## config.mk

```make
export PLATFORM = sky130hd
export DESIGN_NAME = contador_descendente
export DESIGN_NICKNAME = d
export VERILOG_FILES = /design/src/rtl/contador_descendente.sv
export SDC_FILE = /design/constraint.sdc
export NUM_CORES = 1
export LEC_CHECK = 0
export BUFFER_PORTS_ARGS = -buffer_cell sky130_fd_sc_hd__buf_2
export CAP_MARGIN = 20
export CORE_MARGIN = 1.5
export CORE_UTILIZATION = 44
export CTS_CLUSTER_SIZE = 28
export DETAILED_ROUTE_END_ITERATION = 12
export GPL_ROUTABILITY_DRIVEN = 1
export PLACE_DENSITY = 0.71
export SYNTH_ARGS = -nofsm -noshare
export SYNTH_HDL_FRONTEND = slang
export SYNTH_SLANG_ARGS = --single-unit
```

## constraint.sdc

```tcl
create_clock -name clk -period 1.6 [get_ports clk]
set_input_delay 0 -clock clk [delete_from_list [all_inputs] [get_ports clk]]
set_output_delay 0 -clock clk [all_outputs]
set_load 0.02 [all_outputs]
```

## src/rtl/contador_descendente.sv

```systemverilog
// -----------------------------------------------------------------------------
// contador_descendente
// Loadable synchronous down counter / countdown timer. Counts from a reload
// value down to 0 and raises a one-cycle registered terminal-count pulse.
// One-shot mode stops at 0. Auto-reload mode wraps 0 -> reload, which gives a
// modulo-(reload+1) down counter. Load values above the modulus are clamped.
// -----------------------------------------------------------------------------
module contador_descendente #(
   parameter int W   = 4,
   parameter int MOD = 16
) (
   input  logic         clk,
   input  logic         clr,
   input  logic         load,
   input  logic [W-1:0] d,
   input  logic         en,
   input  logic         auto,
   output logic [W-1:0] q,
   output logic         zero,
   output logic         tc,
   output logic         busy
);

   localparam logic [W-1:0] MAXV = W'(MOD - 1);
   localparam logic [W-1:0] ONE  = W'(1);
   localparam logic [0:0]   IDLE = 1'b0;
   localparam logic [0:0]   RUN  = 1'b1;

   logic [W-1:0] cnt_q, cnt_d;
   logic [W-1:0] rl_q, rl_d;
   logic [0:0]   st_q, st_d;
   logic         tc_q, tc_d;
   logic [W-1:0] ld_v;

   // Values above the modulus are clamped so q can never leave 0..MOD-1.
   assign ld_v = (d > MAXV) ? MAXV : d;

   always_comb begin
      cnt_d = cnt_q;
      rl_d  = rl_q;
      st_d  = st_q;
      // tc is a pulse: it is only ever raised by the 1 -> 0 decrement.
      tc_d  = 1'b0;
      if (load) begin
         cnt_d = ld_v;
         if (ld_v != '0) begin
            rl_d = ld_v;
            st_d = RUN;
         end else begin
            // Loading 0 parks the counter but keeps the old reload value.
            st_d = IDLE;
         end
      end else if (en) begin
         if (st_q == IDLE) begin
            if (auto) begin
               cnt_d = rl_q;
               st_d  = RUN;
            end
         end else if (cnt_q == '0) begin
            // Only reachable in RUN when the last 1 -> 0 step saw auto=1.
            cnt_d = rl_q;
         end else begin
            cnt_d = cnt_q - ONE;
            if (cnt_q == ONE) begin
               tc_d = 1'b1;
               // auto is only consulted at the 1 -> 0 decision.
               if (!auto) st_d = IDLE;
            end
         end
      end
   end

   always_ff @(posedge clk) begin
      if (clr) begin
         cnt_q <= '0;
         rl_q  <= MAXV;
         st_q  <= IDLE;
         tc_q  <= 1'b0;
      end else begin
         cnt_q <= cnt_d;
         rl_q  <= rl_d;
         st_q  <= st_d;
         tc_q  <= tc_d;
      end
   end

   assign q    = cnt_q;
   assign zero = (cnt_q == '0);
   assign tc   = tc_q;
   assign busy = (st_q == RUN);

endmodule
```

* Yosys cells after proc, flatten, opt, wreduce, memory -nomap -nowiden
Index checks and enable logic that the tools add are counted.
** Word-level totals
- Register bits :: 10
- Word-level logic and storage cells :: 30
- Bits of input ports :: 9
- Output and inout bits :: 7
** Operators by class
- Bitwise logic cells :: 2
- Muxes and demuxes :: 14
- Eq/ne operators :: 1
- $add $sub $neg :: 1
- Reduce and logical (&&, ||, !) cells :: 7
- $lt $le $gt $ge :: 1
** Operators with widths (number)
- 4-bit 2-to-1 mux :: 6
- 1-bit 2-to-1 mux :: 8
- 5-bit OR reduction :: 1
- 4-bit by 1-bit == test with 1-bit output (second input constant) :: 1
- 4-bit greater-than comparator (second input constant) :: 1
- 4-bit logical NOT :: 1
- 2-bit AND reduction :: 2
- 4-bit nonzero test :: 1
- 4-bit by 1-bit subtractor with 4-bit output (second input constant) :: 1
- 3-bit nonzero test :: 1
- 1-bit NOT :: 2
- 2-bit nonzero test :: 1

* Depth between registers and ports, before layout
- Depth after elaboration :: 6
- Mapped depth :: 6

* Worst setup path before layout
Ideal clock, no wire load.
- Kind :: reg2reg
- Start point :: register cnt_q[0], in the netlist q[0]
- End point :: register cnt_q[1], in the netlist q[1]
- Path slack :: -0.099 ns
- Required time :: 1.478 ns
- Path buffers :: 0
- Period minus slack after synthesis :: 1.699 ns
- Data arrival time :: 1.577 ns
- Stages on the path, launching flop included :: 7
- Path through :: dfxtp_1 > inv_1 > ha_1 > or3b_4 > o2111ai_1 > a31oi_1 > a311o_1
** On the way
- Longest elaborated chain between the ends :: 5
** RTL lines
- from (decl) :: RTL line 29 : logic [W-1:0] cnt_q, cnt_d;
- from (signal assigned) :: RTL line 80 : cnt_q <= cnt_d;
- 4-bit by 1-bit subtractor with 4-bit output / 4-bit logical NOT (equally long branches) :: RTL line 63, 59
- 4-bit 2-to-1 mux * :: RTL line 59 : end else if (cnt_q == '0) begin
- 4-bit 2-to-1 mux * :: RTL line 54 : if (st_q == IDLE) begin
- 4-bit 2-to-1 mux * :: RTL line 53 : end else if (en) begin
- 4-bit 2-to-1 mux * :: RTL line 44 : if (load) begin
Every way passes the cells marked *; elsewhere a longest branch is shown, timed or not. The select of a mux whose other input is x is not followed.
A chain may end at the register's enable or synchronous reset.

* Final worst setup path
Same ends and word-level chain as after synthesis.

==> metrics <==
post-synthesis cell type count 34; routed vias/inst ~5.5; drt pass-1 iters 4; reg2reg setup slack a little under 0.008 ns; via count 604; Clock Skew 0.00828 ns; number of global-route vias before repair between 400 and 500; clock buffer depth 2; Placed Area 739 µm²; IR Drop Worst-Case VDD about 0.00045 V; RePlAce Congestion 0.749; cells after synthesis 67; Final period util between 90% and 100%; largest net degree at the start of global routing 18; Final Hold Vio Count 0; leading post-synthesis cells by cell area dfxtp_1 (34%), a221o_1 (6.7%), nor2_1 (4.4%); initial DRC count 11; hold endpoint rl_q[0]; initial antenna violation count 0; final wirelength around 1400 µm; Crit path required time 1.77 ns; max_cap viols 0; Syn Nets 78; final slew viol count 0; reg-to-reg critical path startpoint q[0]; Hold Path Depth 2; Setup violations, final 0; kind of critical path register to register; crit end category register; Pwr Total a little under 700 µW; Ys Warns 0; post-route cell area approximately 800 µm²; DP HPWL 1050 µm; Cells after DPL roughly 100; power per cell area roughly 860 nW/µm²; antenna fix cells 0; biggest area consumer among synthesized cells dfxtp_1; Yosys reg bits 10; Crit Path Max Fanout 5; Post-DRT Antenna Nets 0; Initial Utilization 46.3%; first-pass GRT wire length 2170 µm; final non-filler cell total 109; PortBufs 15; # IOs 16; clk sinks 10; Place WS between 0.015 and 0.02 ns; r2r worst-path depth 6; syn avg cell area roughly 9 µm²; total negative slack 0 ns; Leak ~0.35 nW; status finished clean; slew at the pin closest to its max-slew limit 0.534 ns; Clock transition at path regs roughly 0.070 ns; Worst Setup Slack, final slightly below 0.008 ns; Synth top area share roughly 34%; crit path launch type register; RSZ-0062 raised after global routing true; Hold WC Path Type primary input to register; hold_sp d[0]; Crit path arrival time around 1.8 ns; Die W approximately 40 µm; synthesized cell area about 600 µm²; total grt overflow 0; share of layout cells above drive strength 1 39.4%; Slew headroom 63.9%; die height between 30 and 40 µm; total die area 1580 µm²; Final min period 1.59 ns; Skew-Pair Late Insertion Delay approximately 0.28 ns; worst r2r dst q[1]; Nets ~110; register area share after synthesis 33.6%; total track usage a little over a fifth; clock buffer count from CTS 3; core area about 1300 µm²; DRC errors left 0; CTS tree yes; post-detailed-route wirelength per cell between 10 and 15 µm; Root Buffer clkbuf_4; Max Clk Rate roughly 630 MHz; Cell Rows 13; H-tree depth 1; Syn-to-layout area delta 35.7%
[worst max-delay path: stages (launching register included)]
cell       delay [ns]
dfxtp_4          0.35
inv_4            0.06
ha_4             0.13
or3b_4           0.42
o2111ai_2        0.20
a31oi_1          0.06
a311o_1          0.26
[flip-flops by register name, indices dropped and copies added, names as in the netlist]
| name | flops |
|---|---|
| rl_q | 4 |
| q | 4 |
| busy | 1 |
| tc | 1 |
[worst max path at each step]
stage               from  endpoint  slack, ns  depth (start not counted)
floorplan           q[1]      q[1]       0.03                          6
global placement    q[1]      q[1]       0.04                          6
detailed placement  q[1]      q[1]       0.02                          6
CTS                 q[1]      q[1]      0.003                          6
global route        q[1]      q[1]      -0.06                          6
finish              q[0]      q[1]      0.008                          6
[cell usage after synthesis]
cell type / number
dfxtp_1: 10
nor2_1: 7
a21oi_1: 4
a221o_1: 4
nand2_1: 4
inv_1: 3
o21ai_0: 3
a211oi_1: 2
buf_6: 2
ha_1: 2
nand3_1: 2
nor2b_1: 2
a2111oi_2: 1
a21o_1: 1
a21oi_2: 1
a221oi_1: 1
a311o_1: 1
a31oi_1: 1
and3_1: 1
clkbuf_1: 1
clkbuf_8: 1
clkinv_2: 1
mux2i_1: 1
nand4_1: 1
nand4b_1: 1
nor3_1: 1
nor3b_1: 1
o2111ai_1: 1
o211ai_1: 1
o21bai_1: 1
o31ai_1: 1
o41ai_1: 1
or3b_4: 1
xnor2_1: 1
[through the flow]
stage	util, %	hold slack [ns]
finish	62.9	0.0132
global route	62.9	0.0270
CTS	61.9	0.0133
global placement	57.5	0.263
floorplan	-	0.139
detailed placement	57.5	0.265
[kinds of logic after synthesis]
group / Yosys count / share of synthesized area [%]
AO/OA/AOI/OAI: 24 / 31.3
multiplexers: 1 / 1.68
adder cells (fa/ha/maj): 2 / 4.20
XOR/XNOR: 1 / 1.47
flip-flops: 10 / 33.6
buffers and inverters: 8 / 9.45
AND/OR/NAND/NOR: 21 / 18.3
[where the power goes]
| part | switching (mW) | leakage [nW] | internal [mW] |
|---|---|---|---|
| sequential | 0.0149 | 0.0843 | 0.268 |
| clock | 0.0942 | 0.0150 | 0.0967 |
| combinational | 0.115 | 0.247 | 0.103 |
[area by class of cell]
cell class | instances | area, µm²
multi-input combinational | 49 | 358
tap | 15 | 18.8
fill | 125 | 477
timing repair buffer | 27 | 173
sequential | 10 | 208
inverter | 4 | 25.0
clock buffer | 4 | 26.3
[layer usage]
metal | up-vias | GRT usage [%] | wire length, µm
li1 | 310 | - | -
met1 | 277 | 29.1 | 684
met2 | 12 | 29.5 | 636
met3 | 5 | 5.11 | 44
met4 | 0 | 15.5 | 40
met5 | - | 0 | 0
[layout by cell type (no fill, tap or decap), types with 3 or more instances in the layout]
master and n:
buf_2 15, nor2_1 7, dlygate4sd3_1 3, a21oi_1 4
a221o_1 4, dfxtp_1 8, clkbuf_4 3, nand2_1 4
o21ai_0 3, buf_4 9
[timing repair]
item | 4_1_cts | 5_1_grt
setup buffers | 0 | 1
setup endpoints to repair | 0 | 3
hold buffers | 3 | 0
endpoints found under the hold margin | 3 | 0
gates resized for setup | 0 | 2
(Power assumes the default switching activity.)
